$ cat src/rtl/leaf_stream_pkg.sv
// Shared types and default widths for the leaf stream stage.
package leaf_stream_pkg;

    localparam int unsigned DATA_W_DEF = 8;
    localparam int unsigned CNT_W_DEF  = 16;

    typedef enum logic [1:0] {
        EMPTY = 2'b00,
        ONE   = 2'b01,
        FULL  = 2'b10
    } state_t;

endpackage

$ cat src/rtl/leaf_stream_sat_cnt.sv
// Saturating up-counter with a sticky flag set when the count reaches all-ones.
module leaf_stream_sat_cnt
    import leaf_stream_pkg::*;
#(
    parameter int unsigned W = CNT_W_DEF
) (
    input  logic         clk,
    input  logic         rst_n,
    input  logic         inc,
    output logic [W-1:0] cnt,
    output logic         sat
);

    localparam logic [W-1:0] MAX = '1;

    // Count increments, holding at all-ones; flag sets on the edge that reaches it.
    always_ff @(posedge clk or negedge rst_n) begin
        if (!rst_n) begin
            cnt <= '0;
            sat <= 1'b0;
        end else if (inc && (cnt != MAX)) begin
            cnt <= cnt + W'(1);
            if (cnt == (MAX - W'(1))) begin
                sat <= 1'b1;
            end
        end
    end

endmodule

$ cat src/rtl/leaf_stream_stage.sv
// Two-entry valid/ready skid buffer with a saturating transfer counter.
// Optional even-parity output enabled by defining LEAF_STREAM_PARITY_EN.
module leaf_stream_stage
    import leaf_stream_pkg::*;
#(
    parameter int unsigned DATA_W = DATA_W_DEF,
    parameter int unsigned CNT_W  = CNT_W_DEF
) (
    input  logic              clk,
    input  logic              rst_n,
    input  logic              s_valid,
    output logic              s_ready,
    input  logic [DATA_W-1:0] s_data,
    output logic              m_valid,
    input  logic              m_ready,
    output logic [DATA_W-1:0] m_data,
    output logic [CNT_W-1:0]  xfer_cnt,
    output logic              cnt_sat
`ifdef LEAF_STREAM_PARITY_EN
    ,
    output logic              m_par
`endif
);

    state_t            state_q;
    state_t            state_d;
    logic [DATA_W-1:0] skid_q;
    logic              in_hs_c;
    logic              out_hs_c;
    logic              ld_main_in_c;
    logic              ld_main_skid_c;
    logic              ld_skid_c;
    logic              m_valid_d;
    logic              s_ready_d;

    assign in_hs_c  = s_valid && s_ready;
    assign out_hs_c = m_valid && m_ready;

    // Next state, register load selects and next registered handshake outputs.
    always_comb begin
        state_d        = state_q;
        ld_main_in_c   = 1'b0;
        ld_main_skid_c = 1'b0;
        ld_skid_c      = 1'b0;
        case (state_q)
            EMPTY: begin
                if (in_hs_c) begin
                    ld_main_in_c = 1'b1;
                    state_d      = ONE;
                end
            end
            ONE: begin
                if (in_hs_c && out_hs_c) begin
                    ld_main_in_c = 1'b1;
                end else if (in_hs_c) begin
                    ld_skid_c = 1'b1;
                    state_d   = FULL;
                end else if (out_hs_c) begin
                    state_d = EMPTY;
                end
            end
            FULL: begin
                if (out_hs_c) begin
                    ld_main_skid_c = 1'b1;
                    state_d        = ONE;
                end
            end
            default: state_d = EMPTY;
        endcase
        m_valid_d = (state_d != EMPTY);
        s_ready_d = (state_d != FULL);
    end

    // State, handshake flags and payload registers.
    always_ff @(posedge clk or negedge rst_n) begin
        if (!rst_n) begin
            state_q <= EMPTY;
            m_valid <= 1'b0;
            s_ready <= 1'b1;
            m_data  <= '0;
            skid_q  <= '0;
        end else begin
            state_q <= state_d;
            m_valid <= m_valid_d;
            s_ready <= s_ready_d;
            if (ld_main_in_c) begin
                m_data <= s_data;
            end else if (ld_main_skid_c) begin
                m_data <= skid_q;
            end
            if (ld_skid_c) begin
                skid_q <= s_data;
            end
        end
    end

`ifdef LEAF_STREAM_PARITY_EN
    logic skid_par_q;

    // Parity bits travel with their words through main and skid.
    always_ff @(posedge clk or negedge rst_n) begin
        if (!rst_n) begin
            m_par      <= 1'b0;
            skid_par_q <= 1'b0;
        end else begin
            if (ld_main_in_c) begin
                m_par <= ^s_data;
            end else if (ld_main_skid_c) begin
                m_par <= skid_par_q;
            end
            if (ld_skid_c) begin
                skid_par_q <= ^s_data;
            end
        end
    end
`endif

    leaf_stream_sat_cnt #(
        .W (CNT_W)
    ) u_cnt (
        .clk   (clk),
        .rst_n (rst_n),
        .inc   (out_hs_c),
        .cnt   (xfer_cnt),
        .sat   (cnt_sat)
    );

endmodule

$ cat config.mk
export PLATFORM = sky130hd
export DESIGN_NAME = leaf_stream_stage
export DESIGN_NICKNAME = d
export VERILOG_FILES = /design/src/rtl/leaf_stream_pkg.sv /design/src/rtl/leaf_stream_sat_cnt.sv /design/src/rtl/leaf_stream_stage.sv
export SDC_FILE = /design/constraint.sdc
export NUM_CORES = 1
export LEC_CHECK = 0
export ABC_CLOCK_PERIOD_IN_PS = 1950
export BUFFER_PORTS_ARGS = -buffer_cell sky130_fd_sc_hd__buf_2
export CORE_ASPECT_RATIO = 1.25
export CORE_MARGIN = 8
export CORE_UTILIZATION = 40
export DETAILED_ROUTE_END_ITERATION = 7
export PLACE_DENSITY = 0.62
export SYNTH_ARGS = -nofsm -noshare
export SYNTH_HDL_FRONTEND = slang
export SYNTH_SLANG_ARGS = --single-unit
$ cat constraint.sdc
create_clock -name clk -period 1.95 [get_ports clk]
set_input_delay 0.0975 -clock clk [delete_from_list [all_inputs] [get_ports clk]]
set_output_delay 0.0975 -clock clk [all_outputs]
set_load 0.005 [all_outputs]
### Yosys cells after proc, flatten, opt, wreduce, memory -nomap -nowiden

Cells that the tools add are included.

* logic and storage cells: 36
* bits of input ports: 12
* flip-flop bits (word level): 37

* $add $sub $neg: 1
* equal/unequal tests: 5
* reduce and logical (&&, ||, !) cells: 8
* multiplexer cells: 15

Operator list (count)
* $add 16x1->16 const B: 1
* $eq 16x16->1 const B: 1
* $mux 8: 2
* $ne 16x16->1 const B: 1
* $mux 2: 5
* $mux 1: 6
* $pmux 2 s3: 1
* $logic_and 1x1->1: 4
* $reduce_bool 2->1: 2
* $eq 2x1->1 const B: 1
* $eq 2x2->1 const B: 1
* $logic_not 2->1: 1
* $ne 2x2->1 const B: 1
* $pmux 1 s2: 1
* $reduce_and 2->1: 1

### Longest topological paths before layout

Gate-level depths: netlist of the first run.

* depth in word-level cells: 6
* gate-level depth with buffers: 6
* mapped depth without buffers: 5

### Hierarchy

Synthesis of the first run repeated with hierarchy kept, for this count alone.

* cells, all modules: 132
* area, all modules: 1732.9 um^2

By module, submodules not included
* leaf_stream_stage: times used 1, area an instance 905.9 um^2, sequential area each 501.7 um^2, cells an instance 63
* leaf_stream_sat_cnt: times used 1, area an instance 827.0 um^2, sequential area each 425.4 um^2, cells an instance 69

### Least setup slack after synthesis of the first run

No wires, ideal clock.

* path type: flip-flop to flip-flop
* start point: reg u_cnt.cnt[1]
* end point: reg u_cnt.sat
* stages on the path, launching flop included: 6
* period minus slack after synthesis: 1.514 ns
* path buffers: 0
* path slack: 0.436 ns
* data arrival time: 1.393 ns
* path through: dfrtp_1 ha_1 nand4_1 nor4_4 nor2_2 a41o_1

* cells in the longest elaborated chain, start to end: 3
* elaborated cells between the ends (all ways): 4
* classes of those cells: 2 x eq/ne; 2 x reduce/logical

Ends and longest elaborated chain
* start, declared: RTL line leaf_stream_sat_cnt.sv:10 `output logic [W-1:0] cnt,`
* start signal, assigned: RTL line leaf_stream_sat_cnt.sv:22 `cnt <= cnt + W'(1);`
* $ne 16x16->1: RTL line leaf_stream_sat_cnt.sv:21 `end else if (inc && (cnt != MAX)) begin`
* $logic_and 1x1->1: RTL line leaf_stream_sat_cnt.sv:21
* $reduce_and 2->1 (no line) *
* end signal, assigned: RTL line leaf_stream_sat_cnt.sv:20 `sat <= 1'b0;`
* end signal, assigned: RTL line leaf_stream_sat_cnt.sv:24 `sat <= 1'b1;`
* end, declared: RTL line leaf_stream_sat_cnt.sv:11 `output logic sat`

Mark *: on every way between the ends. The rest lies on a longest branch, timed or not.
A chain may end at the register's enable or synchronous reset.

### Final worst setup path of the first run

Ends and elaborated chain as after synthesis.

==> reports/results.txt, run 1 <==
Rows - 26
pin count of the biggest net entering global routing - 38
final net count - 206
Syn Inst Count - 148
Peak VDD IR - 493 uV
die area - 6650 um2
Max Fclk - 0.588 GHz
Synth Warn # - 0
antenna violations before repair - 0
Setup TNS - 0 ps
RR Startpoint - u_cnt.cnt[1]$_DFFE_PN0P_
first-pass GRT wire length - 6.65 mm
num ports - 39
Yosys reg bits - 37
Yosys top cell area share - 0.526
crit path kind - flip-flop to flip-flop
All-Layer GR Usage - 0.128
slowest cell on the critical path - nor4_4
pwr dens - 1270 nW/um2
critical path's largest stage delay - 460 ps
fin crit period - 1700 ps
die height - 89.2 um
endpoints failing setup - 0
final hold viol count - 0
Syn Nets - 162
post-CTS sizing - 0
skew final - 3.15 ps
1st-iter DRT viols - 39
core region area - 4100 um2
worst-path fanout max - 7
Clk Tree Root Cell - clkbuf_8
ANT nets after route - 0
RSZ-0062 raised after global routing - false
Clock Path Buffers - 2
GR Overflow Total - 0
Worst Hold Class - primary input to flip-flop
synth top area cells - dfrtp_1 53%, mux2_2 5.3%, a22o_1 4.1%
CTS Sinks - 37
DP Area - 1960 um2
vias - 1320
outcome - finished clean
relative slew slack - 0.466
final instance area - 2060 um2
TritonCTS Buffers - 5
area grow syn2layout - 20.5%
register area share after synthesis - 0.541
hpwl dp - 2.78 mm
worst path cell trace - ha_1 -> nand4_1 -> nor4_4 -> nor2_2 -> a41o_1
Syn Area/Cell - 11.6 um2
detailed-route DRC error count - 0
Final GP Congestion - 0.813
startpoint types - flip-flop
clock latency on the worst-skew pair - 280 ps
hold slack - 59.6 ps
Avg WL per Cell - 15.3 um
cell type with the largest total area after synthesis - dfrtp_1
Pins Over Slew Limit - 0
Worst Setup End Kind - flip-flop
# diodes - 0
PortBufs - 38
H-Tree Depth - 2
Leak Pwr - 1.06 nW
top-count cell post-synth - dfrtp_1
Synth Flop Type - dfrtp_1
Die W - 74.5 um
Worst-path clk slew - 70 ps
Synth cell types - 42
hold path startpoint - s_data[6]
CTS tree - done
CP Launch Point - u_cnt.cnt[1]$_DFFE_PN0P_
r2r setup slk - 250 ps
DRT Pass-1 Iters - 4
Slew @ Worst Pin - 801 ps
number of flops mapped to enable cells by yosys - 0
max-cap violations - 0
post-CTS setup buffer count - 0
most frequent cells after synthesis - 36 x dfrtp_1, 9 x a21o_1, 9 x nand2_1
cts hold-fix bufs - 1
Worst Path Arrival - 1880 ps
mapped cell area - 1710 um2
share of cells above drive strength 1 - 0.311
CP required - 2130 ps
final period utilization - 0.872
number of vias per cell - 5.30
final WL - 3.82 mm
starting density of the core - 0.418
vias in the first global route - 1418
ys async rst share - 1.00
[cell families after synthesis]
logic type	Yosys count	share of synthesized area
XOR/XNOR	9	0.0460
AO/OA/AOI/OAI	33	0.150
multiplexers	8	0.0526
AND/OR/NAND/NOR	53	0.180
adder cells (fa/ha/maj)	2	0.0146
buffers and inverters	6	0.0146
flip-flops	37	0.541
[cell type report]
class / instances / area [um2]
Fill cell: 378 / 2040
Sequential cell: 37 / 927
Multi-Input combinational cell: 105 / 761
Timing Repair Buffer: 39 / 200
Clock buffer: 8 / 90.1
Tap cell: 56 / 70.1
Inverter: 4 / 15.0
[critical path: cells and delay by family (launching register included)]
kind | cells | cell delay [ps]
and+or+nand+nor | 3 | 700
DFF | 1 | 410
AOI/OAI and AO/OA | 1 | 250
adders and majority gates | 1 | 230
[through the flow]
stage          total power, mW  cells   util  worst slack [ps]
2_1_floorplan             1.78    148      -               436
3_3_place_gp              2.07    240  0.479               276
3_5_place_dp              2.10    240  0.479               255
4_1_cts                   2.67    249  0.503               243
5_1_grt                   2.83    249  0.503              79.4
6_report                  2.63    249  0.503               250
[cell usage in the layout (no fill, tap or decap), types with 5 or more instances in the layout]
| master | n |
|---|---|
| a21o_1 | 9 |
| a22o_1 | 8 |
| buf_2 | 38 |
| clkbuf_8 | 6 |
| dfrtp_1 | 36 |
| mux2_2 | 8 |
| nand2_1 | 9 |
| nand3_1 | 8 |
| nor2_1 | 7 |
| xor2_1 | 5 |
[registers in the layout, summed over array words and instances, names as in the netlist]
| register | count |
|---|---|
| m_data | 8 |
| m_valid | 1 |
| s_ready | 1 |
| skid_q | 8 |
| state_q | 2 |
| u_cnt.cnt | 16 |
| u_cnt.sat | 1 |
[layer usage]
metal / vias to the layer above / wire length, um / global-route usage / share of wire
met5: - / 0 / 0 / 0
met2: 34 / 1840 / 0.214 / 0.48
met3: 8 / 219 / 0.0393 / 0.057
met4: 0 / 85 / 0.0607 / 0.022
met1: 642 / 1680 / 0.145 / 0.44
li1: 636 / - / - / -
[power by group]
group,switching [mW],internal (mW),leakage [nW]
sequential,0.223,1.04,0.459
combinational,0.380,0.433,0.551
clock,0.261,0.288,0.0455
total,0.864,1.77,1.06
[final timing paths]
kind | end | cells past startpoint
max | u_cnt.sat$_DFFE_PN0P_ | 5
min | skid_q[6]$_DFFE_PN0P_ | 2
max reg2reg | u_cnt.sat$_DFFE_PN0P_ | 5
min reg2reg | m_data[5]$_DFFE_PN0P_ | 1
max in group asynchronous | u_cnt.cnt[13]$_DFFE_PN0P_ | 2
min in group asynchronous | m_data[4]$_DFFE_PN0P_ | 2
No activity file was read; power rests on OpenSTA's default activity.
==> inputs of run 2 (changes only) <==
HOLD_SLACK_MARGIN = 0.06   (was not set)
SYNTH_HIERARCHICAL = 1   (was not set)
==> reports/results.txt, run 2 <==
die area - 6710 um2 (was 6650 um2)
Leak Pwr - 1.06 nW (about the same)
Final GP Congestion - 0.859 (was 0.813)
area grow syn2layout - 26.6% (was 20.5%)
relative slew slack - 0.458 (was 0.466)
Max Fclk - 0.571 GHz (was 0.588 GHz)
Reg2Reg Depth - 4 (was 5)
Worst Setup End Kind - flip-flop (unchanged)
final net count - 198 (was 206)
pwr dens - 1370 nW/um2 (was 1270 nW/um2)
RSZ-0062 raised after global routing - false (unchanged)
Worst Hold Class - primary input to flip-flop (unchanged)
hpwl dp - 2.78 mm (about the same)
first-pass GRT wire length - 6.62 mm (was 6.65 mm)
most common cell after layout, fill and taps aside - buf_2 (unchanged)
GR Overflow Total - 0 (unchanged)
All-Layer GR Usage - 0.130 (was 0.128)
r2r setup slk - 200 ps (was 250 ps)
top-count cell post-synth - dfrtp_1 (unchanged)
CTS Sinks - 37 (unchanged)
Slew @ Worst Pin - 813 ps (was 801 ps)
post-CTS setup buffer count - 0 (unchanged)
endpoints failing setup - 0 (unchanged)
Clock Path Buffers - 2 (unchanged)
overall power - 3.01 mW (was 2.63 mW)
Pins Over Slew Limit - 0 (unchanged)
skew final - 3.94 ps (was 3.15 ps)
Syn Area/Cell - 13.1 um2 (was 11.6 um2)
most frequent cells in the layout - 38 x buf_2, 36 x dfrtp_1, 14 x xnor2_1 (was 38 x buf_2, 36 x dfrtp_1, 9 x nand2_1, 9 x a21o_1)
clock latency on the worst-skew pair - 280 ps (about the same)
Rows - 26 (unchanged)
ANT nets after route - 0 (unchanged)
Worst Path Arrival - 1930 ps (was 1880 ps)
startpoint types - flip-flop (unchanged)
fillers - 382 (was 378)
register area share after synthesis - 0.535 (was 0.541)
CP required - 2120 ps (was 2130 ps)
detailed-route DRC error count - 0 (unchanged)
max-cap violations - 0 (unchanged)
mapped cell area - 1730 um2 (was 1710 um2)
Syn Inst Count - 132 (was 148)
ys async rst share - 1.00 (unchanged)
CTS tree - done (unchanged)
hold path startpoint - s_data[0] (was s_data[6])
largest reg by FF count - u_cnt/cnt (was u_cnt.cnt)
1st-iter DRT viols - 58 (was 39)
PortBufs - 38 (unchanged)
num ports - 39 (unchanged)
number of flops mapped to enable cells by yosys - 0 (unchanged)
hold-critical path endpoint - skid_q[0]$_DFFE_PN0P_ (was skid_q[6]$_DFFE_PN0P_)
final hold viol count - 0 (unchanged)
die height - 89.6 um (was 89.2 um)
Hold Crit Depth - 2 (unchanged)
vias in the first global route - 1391 (was 1418)
Worst-path clk slew - 70 ps (about the same)
Peak VDD IR - 691 uV (was 493 uV)
worst path cell trace - ha_1 -> nand3_1 -> o41a_2 -> a41o_1 (was ha_1 -> nand4_1 -> nor4_4 -> nor2_2 -> a41o_1)
most frequent cells after synthesis - 36 x dfrtp_1, 14 x xnor2_1, 8 x a221o_1, 8 x and2_1, 8 x mux2_4 (was 36 x dfrtp_1, 9 x a21o_1, 9 x nand2_1)
Avg WL per Cell - 16.1 um (was 15.3 um)
DRT Pass-1 Iters - 4 (unchanged)
core region area - 4130 um2 (was 4100 um2)
number of vias per cell - 5.22 (was 5.30)
critical path's largest stage delay - 560 ps (was 460 ps)
Worst path top cell family by delay - compound AO/OA/AOI/OAI gates (was simple AND/OR/NAND/NOR gates)
Synth Flop Type - dfrtp_1 (unchanged)
Syn Nets - 146 (was 162)
vias - 1258 (was 1320)
crit path kind - flip-flop to flip-flop (unchanged)
antenna violations before repair - 0 (unchanged)
RR Startpoint - u_cnt/cnt[1]$_DFFE_PN0P_ (was u_cnt.cnt[1]$_DFFE_PN0P_)
Synth Warn # - 6 (was 0)
slowest cell on the critical path - o41a_2 (was nor4_4)
flip-flop count of the largest register after layout - 16 (unchanged)
TritonCTS Buffers - 5 (unchanged)
# diodes - 0 (unchanged)
pin count of the biggest net entering global routing - 38 (unchanged)
Clk Tree Root Cell - clkbuf_8 (unchanged)
Synth cell types - 30 (was 42)
Worst R2R End - u_cnt/sat$_DFFE_PN0P_ (was u_cnt.sat$_DFFE_PN0P_)
biggest regs - u_cnt/cnt x16, m_data x8, skid_q x8 (was u_cnt.cnt x16, m_data x8, skid_q x8)
H-Tree Depth - 2 (unchanged)
outcome - finished clean (unchanged)
fin crit period - 1750 ps (was 1700 ps)
Die W - 74.9 um (was 74.5 um)
cell type with the largest total area after synthesis - dfrtp_1 (unchanged)
final period utilization - 0.898 (was 0.872)
worst-path fanout max - 14 (was 7)
share of cells above drive strength 1 - 0.351 (was 0.311)
Yosys reg bits - 37 (unchanged)
final WL - 3.89 mm (was 3.82 mm)
Yosys top cell area share - 0.520 (was 0.526)
Setup TNS - 0 ps (unchanged)
starting density of the core - 0.419 (was 0.418)
synth top area cells - dfrtp_1 52%, xnor2_1 7.1%, mux2_4 6.9% (was dfrtp_1 53%, mux2_2 5.3%, a22o_1 4.1%)
worst path bufs/invs - 0 (unchanged)
run 2: logic make-up after synthesis:
kind of cell    synth area share
mux                       0.0693
flops                      0.535
xor+xnor                  0.0758
buf+inv                   0.0217
fa+ha+maj                 0.0144
compound gates             0.110
simple gates               0.174
run 2: how the worst max path moves through the flow:
stage                     cells after the start  slack (ps)                     start                   endpoint
after floorplan                               5         340  u_cnt/cnt[1]$_DFFE_PN0P_      u_cnt/sat$_DFFE_PN0P_
after global placement                        5         240  u_cnt/cnt[1]$_DFFE_PN0P_  u_cnt/cnt[11]$_DFFE_PN0P_
after detailed placement                      5         140  u_cnt/cnt[1]$_DFFE_PN0P_   u_cnt/cnt[7]$_DFFE_PN0P_
after CTS                                     5         130  u_cnt/cnt[1]$_DFFE_PN0P_   u_cnt/cnt[7]$_DFFE_PN0P_
after global routing                          5          80  u_cnt/cnt[1]$_DFFE_PN0P_   u_cnt/cnt[3]$_DFFE_PN0P_
final                                         4         200  u_cnt/cnt[1]$_DFFE_PN0P_      u_cnt/sat$_DFFE_PN0P_
run 2: layout make-up:
cell class                      count  area, um2  share of cell area
Sequential cell                    37        927               0.423
Multi-Input combinational cell     89        769               0.351
Timing Repair Buffer               47        278               0.127
Tap cell                           56       70.1              0.0319
Clock buffer                        5       68.8              0.0314
Clock inverter                      3       65.1              0.0297
Inverter                            4       15.0             0.00685
run 2: where the power goes:
| part | switching (mW) | total (mW) | leakage (nW) | internal (mW) |
|---|---|---|---|---|
| clock network | 0.267 | 0.775 | 0.0681 | 0.508 |
| registers | 0.229 | 1.27 | 0.466 | 1.04 |
| logic | 0.419 | 0.959 | 0.528 | 0.540 |
| total | 0.915 | 3.01 | 1.06 | 2.09 |
run 2: routing by layer:
metal	share of wire	GRT usage	up-vias
met3	0.074	0.0422	5
met4	0.012	0.0429	0
met2	0.48	0.207	53
li1	-	-	590
met5	0	0	-
met1	0.43	0.160	610
run 2: repair_timing:
action,CTS,global route
hold endpoints to repair,46,0
resized for setup,0,1
hold buffers,8,0
endpoints found under the setup margin,0,6
run 2: through the flow:
step	util	area, um2	hold WS (ps)	setup WS, ps	instances
2_1_floorplan	-	1730	-198	336	132
3_3_place_gp	0.479	1980	228	242	225
3_5_place_dp	0.479	1980	243	145	225
4_1_cts	0.531	2190	65.6	127	241
5_1_grt	0.531	2190	67.8	76.5	241
6_report	0.531	2190	80.5	199	241
run 2: worst reg2reg max path, stage by stage (launching register included):
cell     delay (ps)
dfrtp_1         430
ha_1            200
nand3_1         170
o41a_2          560
a41o_1          280
